<file path="config.mk">
export PLATFORM = sky130hd
export DESIGN_NAME = pipelined_rca_flat
export DESIGN_NICKNAME = d
export VERILOG_FILES = /design/src/rtl/pipelined_rca_pkg.sv /design/src/rtl/pipelined_rca_if.sv /design/src/rtl/pipelined_rca_segment.sv /design/src/rtl/pipelined_rca.sv /design/src/flat_wrapper.sv
export SDC_FILE = /design/constraint.sdc
export NUM_CORES = 1
export LEC_CHECK = 0
export CORE_ASPECT_RATIO = 1.75
export CORE_UTILIZATION = 55
export DETAILED_ROUTE_END_ITERATION = 7
export DONT_BUFFER_PORTS = 1
export GPL_TIMING_DRIVEN = 0
export PLACE_DENSITY = 0.76
export SLEW_MARGIN = 20
export SYNTH_ARGS = -nofsm -noshare
export SYNTH_HDL_FRONTEND = slang
export SYNTH_HIERARCHICAL = 1
export SYNTH_SLANG_ARGS = --single-unit
</file>
<file path="constraint.sdc">
create_clock -name clk -period 6.3 [get_ports clk]
set_input_delay 0.63 -clock clk [delete_from_list [all_inputs] [get_ports clk]]
set_output_delay 0.63 -clock clk [all_outputs]
set_load 0.02 [all_outputs]
</file>
<file path="src/rtl/pipelined_rca_pkg.sv">
// Shared configuration for the pipelined ripple-carry adder: defaults, segment width and the
// legality check applied to WIDTH/STAGES at elaboration.
package pipelined_rca_pkg;

   localparam int unsigned DEF_WIDTH  = 32;
   localparam int unsigned DEF_STAGES = 4;

   function automatic int unsigned seg_w(input int unsigned width, input int unsigned stages);
      return width / stages;
   endfunction

   function automatic bit cfg_ok(input int unsigned width, input int unsigned stages);
      return (stages >= 1) && (stages <= width) && ((width % stages) == 0);
   endfunction

endpackage

</file>
<file path="src/rtl/pipelined_rca_if.sv">
// Operand/result handshake bundle of the pipelined ripple-carry adder.
// PIPELINED_RCA_OVERFLOW_EN adds the ovf result bit.
interface pipelined_rca_if
   import pipelined_rca_pkg::*;
#(
   parameter int unsigned WIDTH = DEF_WIDTH
);
   logic             in_valid;
   logic             in_ready;
   logic [WIDTH-1:0] x;
   logic [WIDTH-1:0] y;
   logic             cin;
   logic             out_valid;
   logic             out_ready;
   logic [WIDTH-1:0] sum;
   logic             cout;
`ifdef PIPELINED_RCA_OVERFLOW_EN
   logic             ovf;
`endif

   modport master (
      output in_valid, x, y, cin, out_ready,
      input  in_ready, out_valid, sum, cout
`ifdef PIPELINED_RCA_OVERFLOW_EN
      , input ovf
`endif
   );

   modport slave (
      input  in_valid, x, y, cin, out_ready,
      output in_ready, out_valid, sum, cout
`ifdef PIPELINED_RCA_OVERFLOW_EN
      , output ovf
`endif
   );

endinterface

</file>
<file path="src/rtl/pipelined_rca_segment.sv">
// Combinational W-bit ripple chain of full adders; one instance per pipeline stage.
module rca_segment #(
   parameter int unsigned W = 8
) (
   input  logic [W-1:0] a,
   input  logic [W-1:0] b,
   input  logic         ci,
   output logic [W-1:0] s,
   output logic         co
);

   logic [W:0] c;

   always_comb begin
      c    = '0;
      s    = '0;
      c[0] = ci;
      for (int i = 0; i < W; i++) begin
         s[i]   = a[i] ^ b[i] ^ c[i];
         c[i+1] = (a[i] & b[i]) | (c[i] & (a[i] ^ b[i]));
      end
   end

   assign co = c[W];

endmodule

</file>
<file path="src/rtl/pipelined_rca.sv">
// WIDTH-bit adder split into STAGES registered ripple segments with a global-stall handshake.
// Define PIPELINED_RCA_OVERFLOW_EN to add the registered signed-overflow output ovf.
module pipelined_rca
   import pipelined_rca_pkg::*;
#(
   parameter int unsigned WIDTH  = DEF_WIDTH,
   parameter int unsigned STAGES = DEF_STAGES
) (
   input logic            clk,
   input logic            rst,
   pipelined_rca_if.slave bus
);

   localparam int unsigned SEG_W = seg_w(WIDTH, STAGES);

   if (!cfg_ok(WIDTH, STAGES)) begin : g_cfg_bad
      $fatal(1, "pipelined_rca: WIDTH must be a non-zero multiple of STAGES");
   end

   logic adv;
   logic last_v;

   // Single stall signal: every stage moves together or not at all.
   assign adv          = ~last_v | bus.out_ready;
   assign bus.in_ready = adv;

   for (genvar k = 0; k < STAGES; k++) begin : g_stage
      localparam int unsigned DONE_W = (k + 1) * SEG_W;
      localparam int unsigned REST_W = WIDTH - DONE_W;

      logic [SEG_W-1:0]  a, b, s_seg;
      logic              ci, co, v_in;
      logic [DONE_W-1:0] s_d;
      logic [DONE_W-1:0] s_q;
      logic              v_q, c_q;

      if (k == 0) begin : g_head
         assign a    = bus.x[SEG_W-1:0];
         assign b    = bus.y[SEG_W-1:0];
         assign ci   = bus.cin;
         assign v_in = bus.in_valid;
         assign s_d  = s_seg;
      end else begin : g_body
         assign a    = g_stage[k-1].g_skew.xr_q[SEG_W-1:0];
         assign b    = g_stage[k-1].g_skew.yr_q[SEG_W-1:0];
         assign ci   = g_stage[k-1].c_q;
         assign v_in = g_stage[k-1].v_q;
         // Lower sum bits finished by earlier stages ride along (deskew).
         assign s_d  = {s_seg, g_stage[k-1].s_q};
      end

      rca_segment #(
         .W (SEG_W)
      ) u_seg (
         .a  (a),
         .b  (b),
         .ci (ci),
         .s  (s_seg),
         .co (co)
      );

      always_ff @(posedge clk) begin
         if (rst) begin
            v_q <= 1'b0;
            c_q <= 1'b0;
            s_q <= '0;
         end else if (adv) begin
            v_q <= v_in;
            c_q <= co;
            s_q <= s_d;
         end
      end

      // Operand bits not yet consumed wait here (skew).
      if (k < STAGES - 1) begin : g_skew
         logic [REST_W-1:0] xr_d, yr_d, xr_q, yr_q;

         if (k == 0) begin : g_src_bus
            assign xr_d = bus.x[WIDTH-1:SEG_W];
            assign yr_d = bus.y[WIDTH-1:SEG_W];
         end else begin : g_src_stage
            assign xr_d = g_stage[k-1].g_skew.xr_q[REST_W+SEG_W-1:SEG_W];
            assign yr_d = g_stage[k-1].g_skew.yr_q[REST_W+SEG_W-1:SEG_W];
         end

         always_ff @(posedge clk) begin
            if (adv) begin
               xr_q <= xr_d;
               yr_q <= yr_d;
            end
         end
      end
   end

   assign last_v        = g_stage[STAGES-1].v_q;
   assign bus.out_valid = last_v;
   assign bus.sum       = g_stage[STAGES-1].s_q;
   assign bus.cout      = g_stage[STAGES-1].c_q;

`ifdef PIPELINED_RCA_OVERFLOW_EN
   logic ovf_d, ovf_q;

   // Carry into the MSB is s ^ a ^ b at that bit; overflow is it XOR carry out.
   assign ovf_d = g_stage[STAGES-1].a[SEG_W-1] ^ g_stage[STAGES-1].b[SEG_W-1]
                ^ g_stage[STAGES-1].s_seg[SEG_W-1] ^ g_stage[STAGES-1].co;

   always_ff @(posedge clk) begin
      if (rst) begin
         ovf_q <= 1'b0;
      end else if (adv) begin
         ovf_q <= ovf_d;
      end
   end

   assign bus.ovf = ovf_q;
`endif

endmodule

</file>
<file path="src/flat_wrapper.sv">
// flat-port wrapper written by rule: the top's interface ports become plain ports
module pipelined_rca_flat import pipelined_rca_pkg::*;
#(
   parameter int unsigned WIDTH  = DEF_WIDTH,
   parameter int unsigned STAGES = DEF_STAGES
)
  (clk, rst, bus_in_valid, bus_x, bus_y, bus_cin, bus_out_ready, bus_in_ready, bus_out_valid, bus_sum, bus_cout);
  pipelined_rca_if #(.WIDTH(WIDTH)) bus_i ();
  input logic clk;
  input logic rst;
  input wire logic [$bits(bus_i.in_valid)-1:0] bus_in_valid;
  input wire logic [$bits(bus_i.x)-1:0] bus_x;
  input wire logic [$bits(bus_i.y)-1:0] bus_y;
  input wire logic [$bits(bus_i.cin)-1:0] bus_cin;
  input wire logic [$bits(bus_i.out_ready)-1:0] bus_out_ready;
  output wire logic [$bits(bus_i.in_ready)-1:0] bus_in_ready;
  output wire logic [$bits(bus_i.out_valid)-1:0] bus_out_valid;
  output wire logic [$bits(bus_i.sum)-1:0] bus_sum;
  output wire logic [$bits(bus_i.cout)-1:0] bus_cout;
  assign bus_i.in_valid = bus_in_valid;
  assign bus_i.x = bus_x;
  assign bus_i.y = bus_y;
  assign bus_i.cin = bus_cin;
  assign bus_i.out_ready = bus_out_ready;
  assign bus_in_ready = bus_i.in_ready;
  assign bus_out_valid = bus_i.out_valid;
  assign bus_sum = bus_i.sum;
  assign bus_cout = bus_i.cout;
  pipelined_rca #(.WIDTH(WIDTH), .STAGES(STAGES)) u_core (.clk(clk), .rst(rst), .bus(bus_i));
endmodule
</file>
### Word level (Yosys, flattened, before mapping)

Index checks and enable logic that the tools add are counted.

| word-level totals | value |
|---|---|
| register bits after elaboration | 184 |
| bits of input ports | 69 |

| cells by class | value |
|---|---|
| bitwise gates (word level) | 162 |

Operators by type and width:

| cell | count |
|---|---|
| $and 1x1->1 | 64 |
| $xor 1x1->1 | 64 |
| $or 1x1->1 | 33 |
| $not 1->1 | 1 |

### Logic depth before layout (Yosys ltp)

Gate-level depths: netlist (run 1).

| logic depth | value |
|---|---|
| depth after elaboration | 17 |
| mapped depth | 14 |
| gate-level depth less buffers | 14 |

### Modules after synthesis

The synthesis (run 1) kept the hierarchy.

By module, submodules not included:

| module | times used | cells each | area each (sq um) |
|---|---|---|---|
| pipelined_rca | 1 | 429 | 6766.5 |
| rca_segment | 4 | 18 | 197.7 |

### Least setup slack after synthesis (run 1)

OpenSTA, ideal clock, no wires.

| timing | value |
|---|---|
| path kind | input to register |
| start point | input port bus_x[0] |
| end point | register u_core.g_stage[0].s_q[7] |
| library setup time | 87 ps |
| arrival time | 3848 ps |
| path slack | 2366 ps |
| cell stages on the path | 14 |
| path buffers | 0 |
| path through | fa_1 > inv_1 > fa_1 > inv_1 > fa_1 > fa_1 > fa_1 > fa_1 > fa_1 > inv_1 > fa_1 > inv_1 > nand2b_4 > mux2i_1 |

| on the way | value |
|---|---|
| word-level cells in the longest chain between the ends | 16 |

Ends and longest elaborated chain:

| what | line | RTL |
|---|---|---|
| from (decl) | flat_wrapper.sv:12 | `input wire logic [$bits(bus_i.x)-1:0] bus_x;` |
| $xor 1x1->1 | pipelined_rca_segment.sv:20 | `c[i+1] = (a[i] & b[i]) \| (c[i] & (a[i] ^ b[i]));` |
| $and 1x1->1 | pipelined_rca_segment.sv:20 |  |
| $or 1x1->1 (*) | pipelined_rca_segment.sv:20 |  |
| $and 1x1->1 (*) | pipelined_rca_segment.sv:20 |  |
| $or 1x1->1 (*) | pipelined_rca_segment.sv:20 |  |
| $and 1x1->1 (*) | pipelined_rca_segment.sv:20 |  |
| $or 1x1->1 (*) | pipelined_rca_segment.sv:20 |  |
| $and 1x1->1 (*) | pipelined_rca_segment.sv:20 |  |
| $or 1x1->1 (*) | pipelined_rca_segment.sv:20 |  |
| $and 1x1->1 (*) | pipelined_rca_segment.sv:20 |  |
| $or 1x1->1 (*) | pipelined_rca_segment.sv:20 |  |
| $and 1x1->1 (*) | pipelined_rca_segment.sv:20 |  |
| $or 1x1->1 (*) | pipelined_rca_segment.sv:20 |  |
| $and 1x1->1 (*) | pipelined_rca_segment.sv:20 |  |
| $or 1x1->1 (*) | pipelined_rca_segment.sv:20 |  |
| $xor 1x1->1 (*) | pipelined_rca_segment.sv:19 | `s[i] = a[i] ^ b[i] ^ c[i];` |
| named net u_core.g_stage[0].s_d[7] | pipelined_rca.sv:33 | `logic [DONE_W-1:0] s_d;` |
| to (signal assigned) | pipelined_rca.sv:66 | `s_q <= '0;` |
| to (signal assigned) | pipelined_rca.sv:70 | `s_q <= s_d;` |
| to (decl) | pipelined_rca.sv:34 | `logic [DONE_W-1:0] s_q;` |

The timed path passes the listed nets; every way through them passes the cells marked *.
A chain may end at the register's enable or synchronous reset.

### Final worst setup path (run 1)

| timing | value |
|---|---|
| start point | register u_core.g_stage[1].g_skew.xr_q[0] |
| end point | register u_core.g_stage[2].s_q[23] |

| on the way | value |
|---|---|
| word-level cells in the longest chain between the ends | 16 |

Ends and longest elaborated chain:

| what | line | RTL |
|---|---|---|
| from (decl) | pipelined_rca.sv:76 | `logic [REST_W-1:0] xr_d, yr_d, xr_q, yr_q;` |
| from (signal assigned) | pipelined_rca.sv:88 | `xr_q <= xr_d;` |
| $xor 1x1->1 | pipelined_rca_segment.sv:20 |  |
| $and 1x1->1 | pipelined_rca_segment.sv:20 |  |
| $or 1x1->1 (*) | pipelined_rca_segment.sv:20 |  |
| $and 1x1->1 (*) | pipelined_rca_segment.sv:20 |  |
| $or 1x1->1 (*) | pipelined_rca_segment.sv:20 |  |
| $and 1x1->1 (*) | pipelined_rca_segment.sv:20 |  |
| $or 1x1->1 (*) | pipelined_rca_segment.sv:20 |  |
| $and 1x1->1 (*) | pipelined_rca_segment.sv:20 |  |
| $or 1x1->1 (*) | pipelined_rca_segment.sv:20 |  |
| $and 1x1->1 (*) | pipelined_rca_segment.sv:20 |  |
| $or 1x1->1 (*) | pipelined_rca_segment.sv:20 |  |
| $and 1x1->1 (*) | pipelined_rca_segment.sv:20 |  |
| $or 1x1->1 (*) | pipelined_rca_segment.sv:20 |  |
| $and 1x1->1 (*) | pipelined_rca_segment.sv:20 |  |
| $or 1x1->1 (*) | pipelined_rca_segment.sv:20 |  |
| $xor 1x1->1 (*) | pipelined_rca_segment.sv:19 |  |
| named net u_core.g_stage[2].s_seg[7] | pipelined_rca.sv:31 | `logic [SEG_W-1:0] a, b, s_seg;` |
| to (signal assigned) | pipelined_rca.sv:66 |  |
| to (signal assigned) | pipelined_rca.sv:70 |  |
| to (decl) | pipelined_rca.sv:34 |  |

Marked as above.

==> results of run 1 <==
-- how the worst max path moves through the flow --
stage,to,slack [ns],cells after the start
2_1_floorplan,u_core/g_stage[0].s_q[7],2.37,14
3_3_place_gp,u_core/g_stage[0].s_q[7],2.29,14
3_5_place_dp,u_core/g_stage[0].s_q[7],2.23,14
4_1_cts,u_core/g_stage[2].s_q[23],2.36,14
5_1_grt,u_core/g_stage[2].s_q[23],2.19,14
6_report,u_core/g_stage[2].s_q[23],2.40,14
-- cell type report --
| class | instances | area [um2] |
|---|---|---|
| clock inverters | 15 | 214 |
| well taps | 174 | 218 |
| inverters | 42 | 163 |
| flip-flops and latches | 184 | 4640 |
| multi-input cells | 245 | 2530 |
| repair buffers | 1 | 27.5 |
| clock buffers | 17 | 425 |
| plain buffers | 30 | 224 |
| fillers | 988 | 4940 |
-- power by group --
| part | leakage, uW | switching (uW) | total, uW | internal (uW) |
|---|---|---|---|---|
| Clock | 0.000306 | 537 | 1100 | 560 |
| Combinational | 0.00122 | 96.6 | 197 | 100 |
| Sequential | 0.00174 | 70.5 | 1420 | 1350 |
| Total | 0.00326 | 704 | 2720 | 2010 |
-- logic make-up after synthesis --
kind of cell | count (synthesis)
buffers and inverters | 72
adder cells (fa/ha/maj) | 32
AO/OA/AOI/OAI | 38
AND/OR/NAND/NOR | 125
flip-flops | 184
multiplexers | 50
-- state kept, by name, indices dropped and copies added (netlist names) --
name and cells:
u_core/bus.cout 1, u_core/g_stage.v_q 3, u_core/g_stage.s_q 48, u_core/g_stage.g_skew.xr_q 48
u_core/bus.sum 32, u_core/g_stage.g_skew.yr_q 48, u_core/bus.out_valid 1, u_core/g_stage.c_q 3
-- routing by layer --
layer / track usage, % / routed length (um) / vias up
li1: - / - / 1776
met1: 18.7 / 4610 / 1776
met2: 32.1 / 6320 / 75
met3: 4.73 / 405 / 8
met4: 6.76 / 113 / 0
met5: 0 / 0 / -
-- cell usage after synthesis, drive strengths merged --
cell	n	area [um2]
nand2b	87	754
buf	20	183
edfxtp	96	2880
nor2b	1	13.8
dfxtp	88	1760
nand4bb	37	417
clkbuf	10	41.3
mux2i	50	515
inv	42	158
o21ai	37	185
a21oi	1	5.00
fa	32	641
-- metrics by stage --
stage / hold WS [ns] / setup slack, ns
2_1_floorplan: 0.400 / 2.37
3_3_place_gp: 0.401 / 2.29
3_5_place_dp: 0.405 / 2.23
4_1_cts: 0.275 / 2.36
5_1_grt: 0.265 / 2.19
6_report: 0.298 / 2.40
==> impl_metrics.yaml, run 1 <==
run_status:
  status: "finished, final reports clean"
placed_design:
  gp_congestion: 0.756
  place_hpwl_um: 8470
  dpl.cell_count: 676
  port-buffer-count: 0
  place_area_um2: 7810
power_and_ir_drop:
  powerDensity_nw_per_um2: 322
  power_leakage_uw: 0.00326
  vdd_drop_max_uv: 259
  p_total_uw: 2720
global_route:
  antenna_found_initial: 0
  overflow: 0
  grt_pass1_wl_um: 18700
  grt_pass1_vias: 3829
  track_usage_pct: 17.4
  grt_max_degree: 55
die:
  fp.dieArea_um2: 14200
  rows: 56
  io_pins: 104
  die_w_um: 90.6
  die_y_um: 157
  start_util_pct: 56.5
  core-area_um2: 13400
sta:
  final.min_clock_period_ns: 3.90
  worst_slew_pin_slew_ns: 0.465
  setup_viol: 0
  clock_skew_ns: 0.00841
  rsz0062_at_grt: "no"
  slew_headroom_pct: 69.0
  fmax_ghz: 0.256
  drv_slew: 0
  fin_tns_setup_ns: 0
  period_share_pct: 61.9
  hold_viol_final: 0
setup_path:
  crit_arrival_ns: 4.25
  path_cells: "fa_1, inv_1, fa_1, inv_1, fa_1, fa_1, fa_1, fa_1, fa_1, inv_1, fa_1, inv_1, nand2b_1, mux2i_1"
  path_buf_inv: 4
  cp.required_ns: 6.64
  startpoint_type: "register"
  end_kind: "register"
  cp-startpoint: "u_core/g_stage[1].g_skew.xr_q[0]"
  cpPeakStageDelay_ns: 0.43
  cpMostUsedCell: "fa_1"
  worst-setup-path-type: "register to register"
  r2r_end: "u_core/g_stage[2].s_q[23]"
  crit_slowest_cell: "fa_1"
  r2r_slack_ns: 2.40
  critPathMaxFanout: 1
  rr_startpoint: "u_core/g_stage[1].g_skew.xr_q[0]"
  r2r_cells: 14
  cp_top_family: "adder cells"
layout:
  fin_cells: 708
  area_growth_syn_to_layout_pct: 11.8
  final_common_cell: "edfxtp_1"
  final_cell_mix: "edfxtp_1, dfxtp_1, nand2b_1"
  utilization_pct: 63.1
  postLayoutCellArea_um2: 8450
  drive_above_1_share_pct: 16.9
  antennaDiodeCount: 0
  nets: 622
drt:
  wl_per_cell_um: 16.2
  drt_iter0_drc: 153
  dr.pass1.iters: 7
  vias: 3635
  drcViolationCount: 0
  wirelength_um: 11400
  viasPerCell: 5.13
  antenna_left: 0
clock_network:
  root_buffer: "clkbuf_16"
  post-cts-setup-buffers: 0
  cts.sinks: 184
  cts_buffers: 17
  holdBufCountCts: 0
  clock_latency_ns: 0.42
  ctsResizeCount: 0
  max-clock-path-buffers: 2
  path_clk_slew_ns: 0.08
  h-tree-depth: 4
  cts_tree: "done"
synthesis:
  synth_top_family_by_area: "simple AND/OR/NAND/NOR gates"
  syn_avg_cell_area_um2: 15.1
  ys_warn_count: 6
  synth_compound_area_share_pct: 2.52
  syn_nets: 602
  synth_mux_area_share_pct: 6.82
  synth_seq_area_share_pct: 61.5
  synthCells: 501
  synth-xor-area-share_pct: 0
  synthAdderAreaFrac_pct: 8.48
  yosys.area_share.simple_pct: 15.7
  yosys_register_bits: 184
  synth_area_um2: 7560
  ys_types: 20
worst_hold_path:
  min-delay-start: "bus_y[25]"
  whs_endpoint: "u_core/g_stage[0].g_skew.yr_q[17]"
  min_path_cells: 0
  hold_path.class: "input pin to register"
flow_run:
  maxCapViolations: 0
(Power assumes the default switching activity.)
==> run 2, diff against run 1 <==
clock period = 3.85 ns   (was 6.3 ns; I/O delays follow)
==> run 2 against run 1 <==
  * Core utilization grew 0.26 points
  * Count of clock-buffer cells in the layout unchanged
  * Wire length up 0.72%
  * Total power grew 64%
  * Cell count did not move
  * Flip-flop and latch count unchanged
  * Sequential share of layout area decreased by 0.23 points
  * Via count increased by 0.28%
  * Register-to-register slack worse by 2.2 ns
  * Die area stayed put
  * Maximum frequency rose by 5.8%
  * Combinational power up 69%
==> impl_metrics.yaml, run 2 (same netlist as run 1, synthesis figures left out) <==
layout:
  reg_top3: "u_core/g_stage.g_skew.xr_q: 48 flops, u_core/g_stage.g_skew.yr_q: 48 flops, u_core/g_stage.s_q: 48 flops"
  seqCellArea_um2: 4640
  nFillCells: 983
  final_common_cell: "edfxtp_1"
  utilization_pct: 63.4
  area_growth_syn_to_layout_pct: 12.2
  final_cell_mix: "edfxtp_1, dfxtp_1, nand2b_1"
  drive_above_1_share_pct: 19.9
  postLayoutCellArea_um2: 8480
  antennaDiodeCount: 0
  nets: 622
  multiInputGateArea_um2: 2570
clock_network:
  root_buffer: "clkbuf_16"
  clock_latency_ns: 0.42
  holdBufCountCts: 0
  path_clk_slew_ns: 0.08
  cts_tree: "done"
  cts.sinks: 184
  post-cts-setup-buffers: 0
  cts_buffers: 17
  h-tree-depth: 4
  max-clock-path-buffers: 2
sta:
  hold_viol_final: 0
  final.min_clock_period_ns: 3.69
  fin_tns_setup_ns: 0
  worst_slew_pin_slew_ns: 0.466
  worst_slack_ns: 0.162
  clock_skew_ns: 0.0123
  fmax_ghz: 0.271
  drv_slew: 0
  slew_headroom_pct: 69.0
  setup_viol: 0
  worst_hold_slack_ns: 0.0518
  rsz0062_at_grt: "yes"
  period_share_pct: 95.8
global_route:
  grt_max_degree: 55
  antenna_found_initial: 0
  track_usage_pct: 17.4
  grt_pass1_wl_um: 18800
  grt_pass1_vias: 3844
  overflow: 0
worst_hold_path:
  hold_path.class: "input pin to register"
placed_design:
  gp_congestion: 0.756
  place_area_um2: 7810
  pre_cts_ws_ns: -0.0110
  place_hpwl_um: 8470
  port-buffer-count: 0
die:
  fp.dieArea_um2: 14200
  io_pins: 104
  core-area_um2: 13400
  die_w_um: 90.6
  rows: 56
  start_util_pct: 56.5
  die_y_um: 157
power_and_ir_drop:
  vdd_drop_max_uv: 423
  powerDensity_nw_per_um2: 526
  power_leakage_uw: 0.00325
drt:
  drcViolationCount: 0
  drt_iter0_drc: 134
  wl_per_cell_um: 16.3
  dr.pass1.iters: 4
  wirelength_um: 11500
  vias: 3645
  antenna_left: 0
  viasPerCell: 5.15
setup_path:
  r2r_end: "u_core/g_stage[1].s_q[15]"
  crit_arrival_ns: 4.03
  r2r_slack_ns: 0.16
  rr_startpoint: "u_core/g_stage[0].g_skew.xr_q[0]"
  critPathCapture: "u_core/g_stage[1].s_q[15]"
  r2r_cells: 14
  critPathMaxFanout: 1
  cp-startpoint: "u_core/g_stage[0].g_skew.xr_q[0]"
  worst-setup-path-type: "register to register"
  startpoint_type: "register"
  end_kind: "register"
  cp.required_ns: 4.20
run_status:
  status: "finished, final reports clean"
flow_run:
  maxCapViolations: 0
-- run 2: cell counts in the layout (fill, tap and decap cells not counted) --
No cell type changed its count.
-- run 2: critical path, stage by stage (launching register included) --
cell and delay (ns):
edfxtp_1 0.42, fa_2 0.39, inv_1 0.07, fa_1 0.16, inv_1 0.05, fa_1 0.38
fa_2 0.36, fa_2 0.34, fa_2 0.35, fa_1 0.36, inv_1 0.07, fa_1 0.42
inv_2 0.08, nand2b_4 0.04, mux2i_1 0.11
-- run 2: worst min path at each step --
stage                                            startpoint                           endpoint  cells past startpoint  slack (ns)
after floorplan            u_core/g_stage[0].g_skew.xr_q[8]   u_core/g_stage[1].g_skew.xr_q[0]                      0        0.40
after global placement     u_core/g_stage[1].g_skew.xr_q[8]   u_core/g_stage[2].g_skew.xr_q[0]                      0        0.40
after detailed placement  u_core/g_stage[0].g_skew.xr_q[18]  u_core/g_stage[1].g_skew.xr_q[10]                      0        0.40
after CTS                                         bus_x[28]  u_core/g_stage[0].g_skew.xr_q[20]                      0        0.03
after global routing                              bus_y[28]  u_core/g_stage[0].g_skew.yr_q[20]                      0        0.02
final                                             bus_y[25]  u_core/g_stage[0].g_skew.yr_q[17]                      0        0.05
-- run 2: metal layers --
metal / routed length (um) / track usage (%)
met4: 131 / 6.76
met5: 0 / 0
met3: 420 / 4.73
met2: 6390 / 32.2
met1: 4590 / 18.7
-- run 2: what timing repair did --
item,in CTS,in global routing
setup endpoints to repair,3,3
resized for setup,4,12
pin swaps,0,2
-- run 2: layout make-up --
type	instances	area share (%)
flip-flops and latches	184	54.8
multi-input cells	245	30.3
clock buffers	17	5.02
plain buffers	30	2.64
well taps	174	2.57
clock inverters	15	2.52
inverters	42	1.92
repair buffers	1	0.325
-- run 2: per-stage QoR --
step / std cells / power (uW)
final: 708 / 4460
after global routing: 708 / 4630
after CTS: 708 / 4490
after global placement: 675 / 2680
after detailed placement: 676 / 2700
after floorplan: 501 / 2600
-- run 2: power breakdown --
group / switching [uW] / internal [uW] / leakage, uW
registers: 117 / 2220 / 0.00174
logic: 161 / 170 / 0.00120
clock network: 881 / 917 / 0.000306
total: 1160 / 3300 / 0.00325
==> run 3, diff against run 2 <==
CORE_ASPECT_RATIO = 0.9   (was 1.75)
clock period = 3.82 ns   (was 3.85 ns; I/O delays follow)
==> run 3 against run 2 <==
  * The flow now finishes with violations (DRC)
  * Sequential power about the same
  * Cell count decreased by 0.85%
  * Count of clock-buffer cells in the layout unchanged
  * Combinational power decreased by 4%
  * Largest cell class unchanged
==> impl_metrics.yaml, run 3 (same netlist as run 1, synthesis figures left out) <==
layout:
  multiInputGateArea_um2: 2570
  area_growth_syn_to_layout_pct: 10.9
  nets: 622
  final_cell_mix: "edfxtp_1, dfxtp_1, nand2b_1"
  nFillCells: 978
  fin_cells: 702
  drive_above_1_share_pct: 19.7
  seqCellArea_um2: 4640
  final_common_cell: "edfxtp_1"
  reg_top3: "u_core/g_stage.g_skew.xr_q: 48 flops, u_core/g_stage.g_skew.yr_q: 48 flops, u_core/g_stage.s_q: 48 flops"
  antennaDiodeCount: 0
sta:
  rsz0062_at_grt: "yes"
  hold_viol_final: 0
  final.min_clock_period_ns: 3.61
  fin_tns_setup_ns: 0
  clock_skew_ns: 0.0131
  setup_viol: 0
  period_share_pct: 94.6
  drv_slew: 0
  slew_headroom_pct: 69.0
  worst_slew_pin_slew_ns: 0.465
  fmax_ghz: 0.277
flow_run:
  maxCapViolations: 0
setup_path:
  crit_slowest_cell: "fa_1"
  path_cells: "fa_2, inv_1, fa_1, inv_1, fa_2, fa_2, fa_2, fa_2, fa_1, inv_1, fa_1, inv_1, nand2b_1, mux2i_1"
  rr_startpoint: "u_core/g_stage[1].g_skew.xr_q[0]"
  critPathMaxFanout: 1
  worst-setup-path-type: "register to register"
  startpoint_type: "register"
  cpMostUsedCell: "fa_2"
  end_kind: "register"
  r2r_cells: 14
  r2r_end: "u_core/g_stage[2].s_q[23]"
  crit_arrival_ns: 3.97
  r2r_slack_ns: 0.21
  cp.required_ns: 4.18
  cpPeakStageDelay_ns: 0.42
die:
  die_w_um: 126
  die_y_um: 113
  core-area_um2: 13400
  io_pins: 104
  start_util_pct: 56.6
  rows: 40
  fp.dieArea_um2: 14200
global_route:
  antenna_found_initial: 0
  grt_pass1_vias: 3703
  grt_pass1_wl_um: 19100
  overflow: 0
  track_usage_pct: 18.3
  grt_max_degree: 86
drt:
  vias: 3630
  antenna_left: 0
  dr.pass1.iters: 7
  wl_per_cell_um: 16.8
  drcViolationCount: 6
  drt_iter0_drc: 163
  viasPerCell: 5.17
  wirelength_um: 11800
clock_network:
  cts_tree: "done"
  holdBufCountCts: 0
  clock_latency_ns: 0.43
  cts.sinks: 184
  h-tree-depth: 4
  cts_buffers: 17
  path_clk_slew_ns: 0.07
  max-clock-path-buffers: 2
  root_buffer: "clkbuf_16"
placed_design:
  port-buffer-count: 0
  dpl.cell_count: 670
  place_hpwl_um: 8310
  gp_congestion: 0.760
power_and_ir_drop:
  power.internal_uw: 3240
  power_leakage_uw: 0.00321
  vdd_drop_max_uv: 400
  pwr-share-seq_pct: 55.2
  power.share.clock_pct: 37.4
  powerDensity_nw_per_um2: 510
  switching_share_pct: 24.1
  power.switching_uw: 1030
  comb_power_share_pct: 7.5
worst_hold_path:
  whs_endpoint: "u_core/g_stage[0].g_skew.yr_q[17]"
  min_path_cells: 0
  hold_path.class: "input pin to register"
  min-delay-start: "bus_y[25]"
run_status:
  status: "finished, violations left"
  violations: "DRC"
## run 3: how the worst max path moves through the flow
stage / cells past startpoint / to / slack, ns / startpoint
final: 14 / u_core/g_stage[2].s_q[23] / 0.21 / u_core/g_stage[1].g_skew.xr_q[0]
after global placement: 14 / u_core/g_stage[1].s_q[15] / -0.10 / u_core/g_stage[0].g_skew.xr_q[0]
after CTS: 14 / u_core/g_stage[1].s_q[15] / 0.03 / u_core/g_stage[0].g_skew.xr_q[0]
after floorplan: 14 / u_core/g_stage[1].s_q[15] / 0.13 / u_core/g_stage[0].g_skew.xr_q[0]
after detailed placement: 14 / u_core/g_stage[1].s_q[15] / -0.11 / u_core/g_stage[0].g_skew.xr_q[0]
after global routing: 14 / u_core/bus.sum[31] / -0.007 / u_core/g_stage[2].g_skew.xr_q[0]
## run 3: power groups by stage
stage	Sequential [uW]	Clock (uW)	Combinational (uW)
global placement	2390	0	304
finish	2360	1600	319
detailed placement	2400	0	316
CTS	2360	1640	321
global route	2370	1720	365
floorplan	2370	0	249
## run 3: metrics by stage
stage / utilization (%) / hold slack, ns / worst slack (ns) / total power (uW) / area [um2]
floorplan: - / 0.400 / 0.126 / 2620 / 7560
global placement: 58.1 / 0.403 / -0.102 / 2700 / 7770
detailed placement: 58.4 / 0.405 / -0.107 / 2720 / 7800
CTS: 62.5 / 0.0198 / 0.0294 / 4320 / 8360
global route: 62.7 / 0.0157 / -0.00694 / 4460 / 8380
finish: 62.7 / 0.0416 / 0.205 / 4270 / 8380
## run 3: critical path: cells and delay by family (launching register included)
kind                     cells  cell delay, ns
multiplexers                 1            0.12
adder cells (fa/ha/maj)      8            2.71
buffers and inverters        4            0.26
AND/OR/NAND/NOR              1            0.05
flip-flops                   1            0.40
## run 3: cell type report
type | instances | area share (%)
flip-flops and latches | 184 | 55.4
multi-input cells | 245 | 30.6
clock buffers | 17 | 5.08
plain buffers | 30 | 2.67
well taps | 168 | 2.51
inverters | 42 | 1.94
clock inverters | 15 | 1.40
repair buffers | 1 | 0.329
## run 3: metal layers
layer	vias to the layer above	GRT usage, %	wire [um]
met1	1748	21.1	4830
met4	0	7.97	186
met3	14	6.86	725
met5	-	0	0
met2	95	30.6	6050
li1	1773	-	-
## run 3: timing repair
action | in CTS | in global routing
buffers inserted | 0 | 0
endpoints found under the setup margin | 3 | 3
gates resized for setup | 7 | 10
pin swaps | 0 | 1
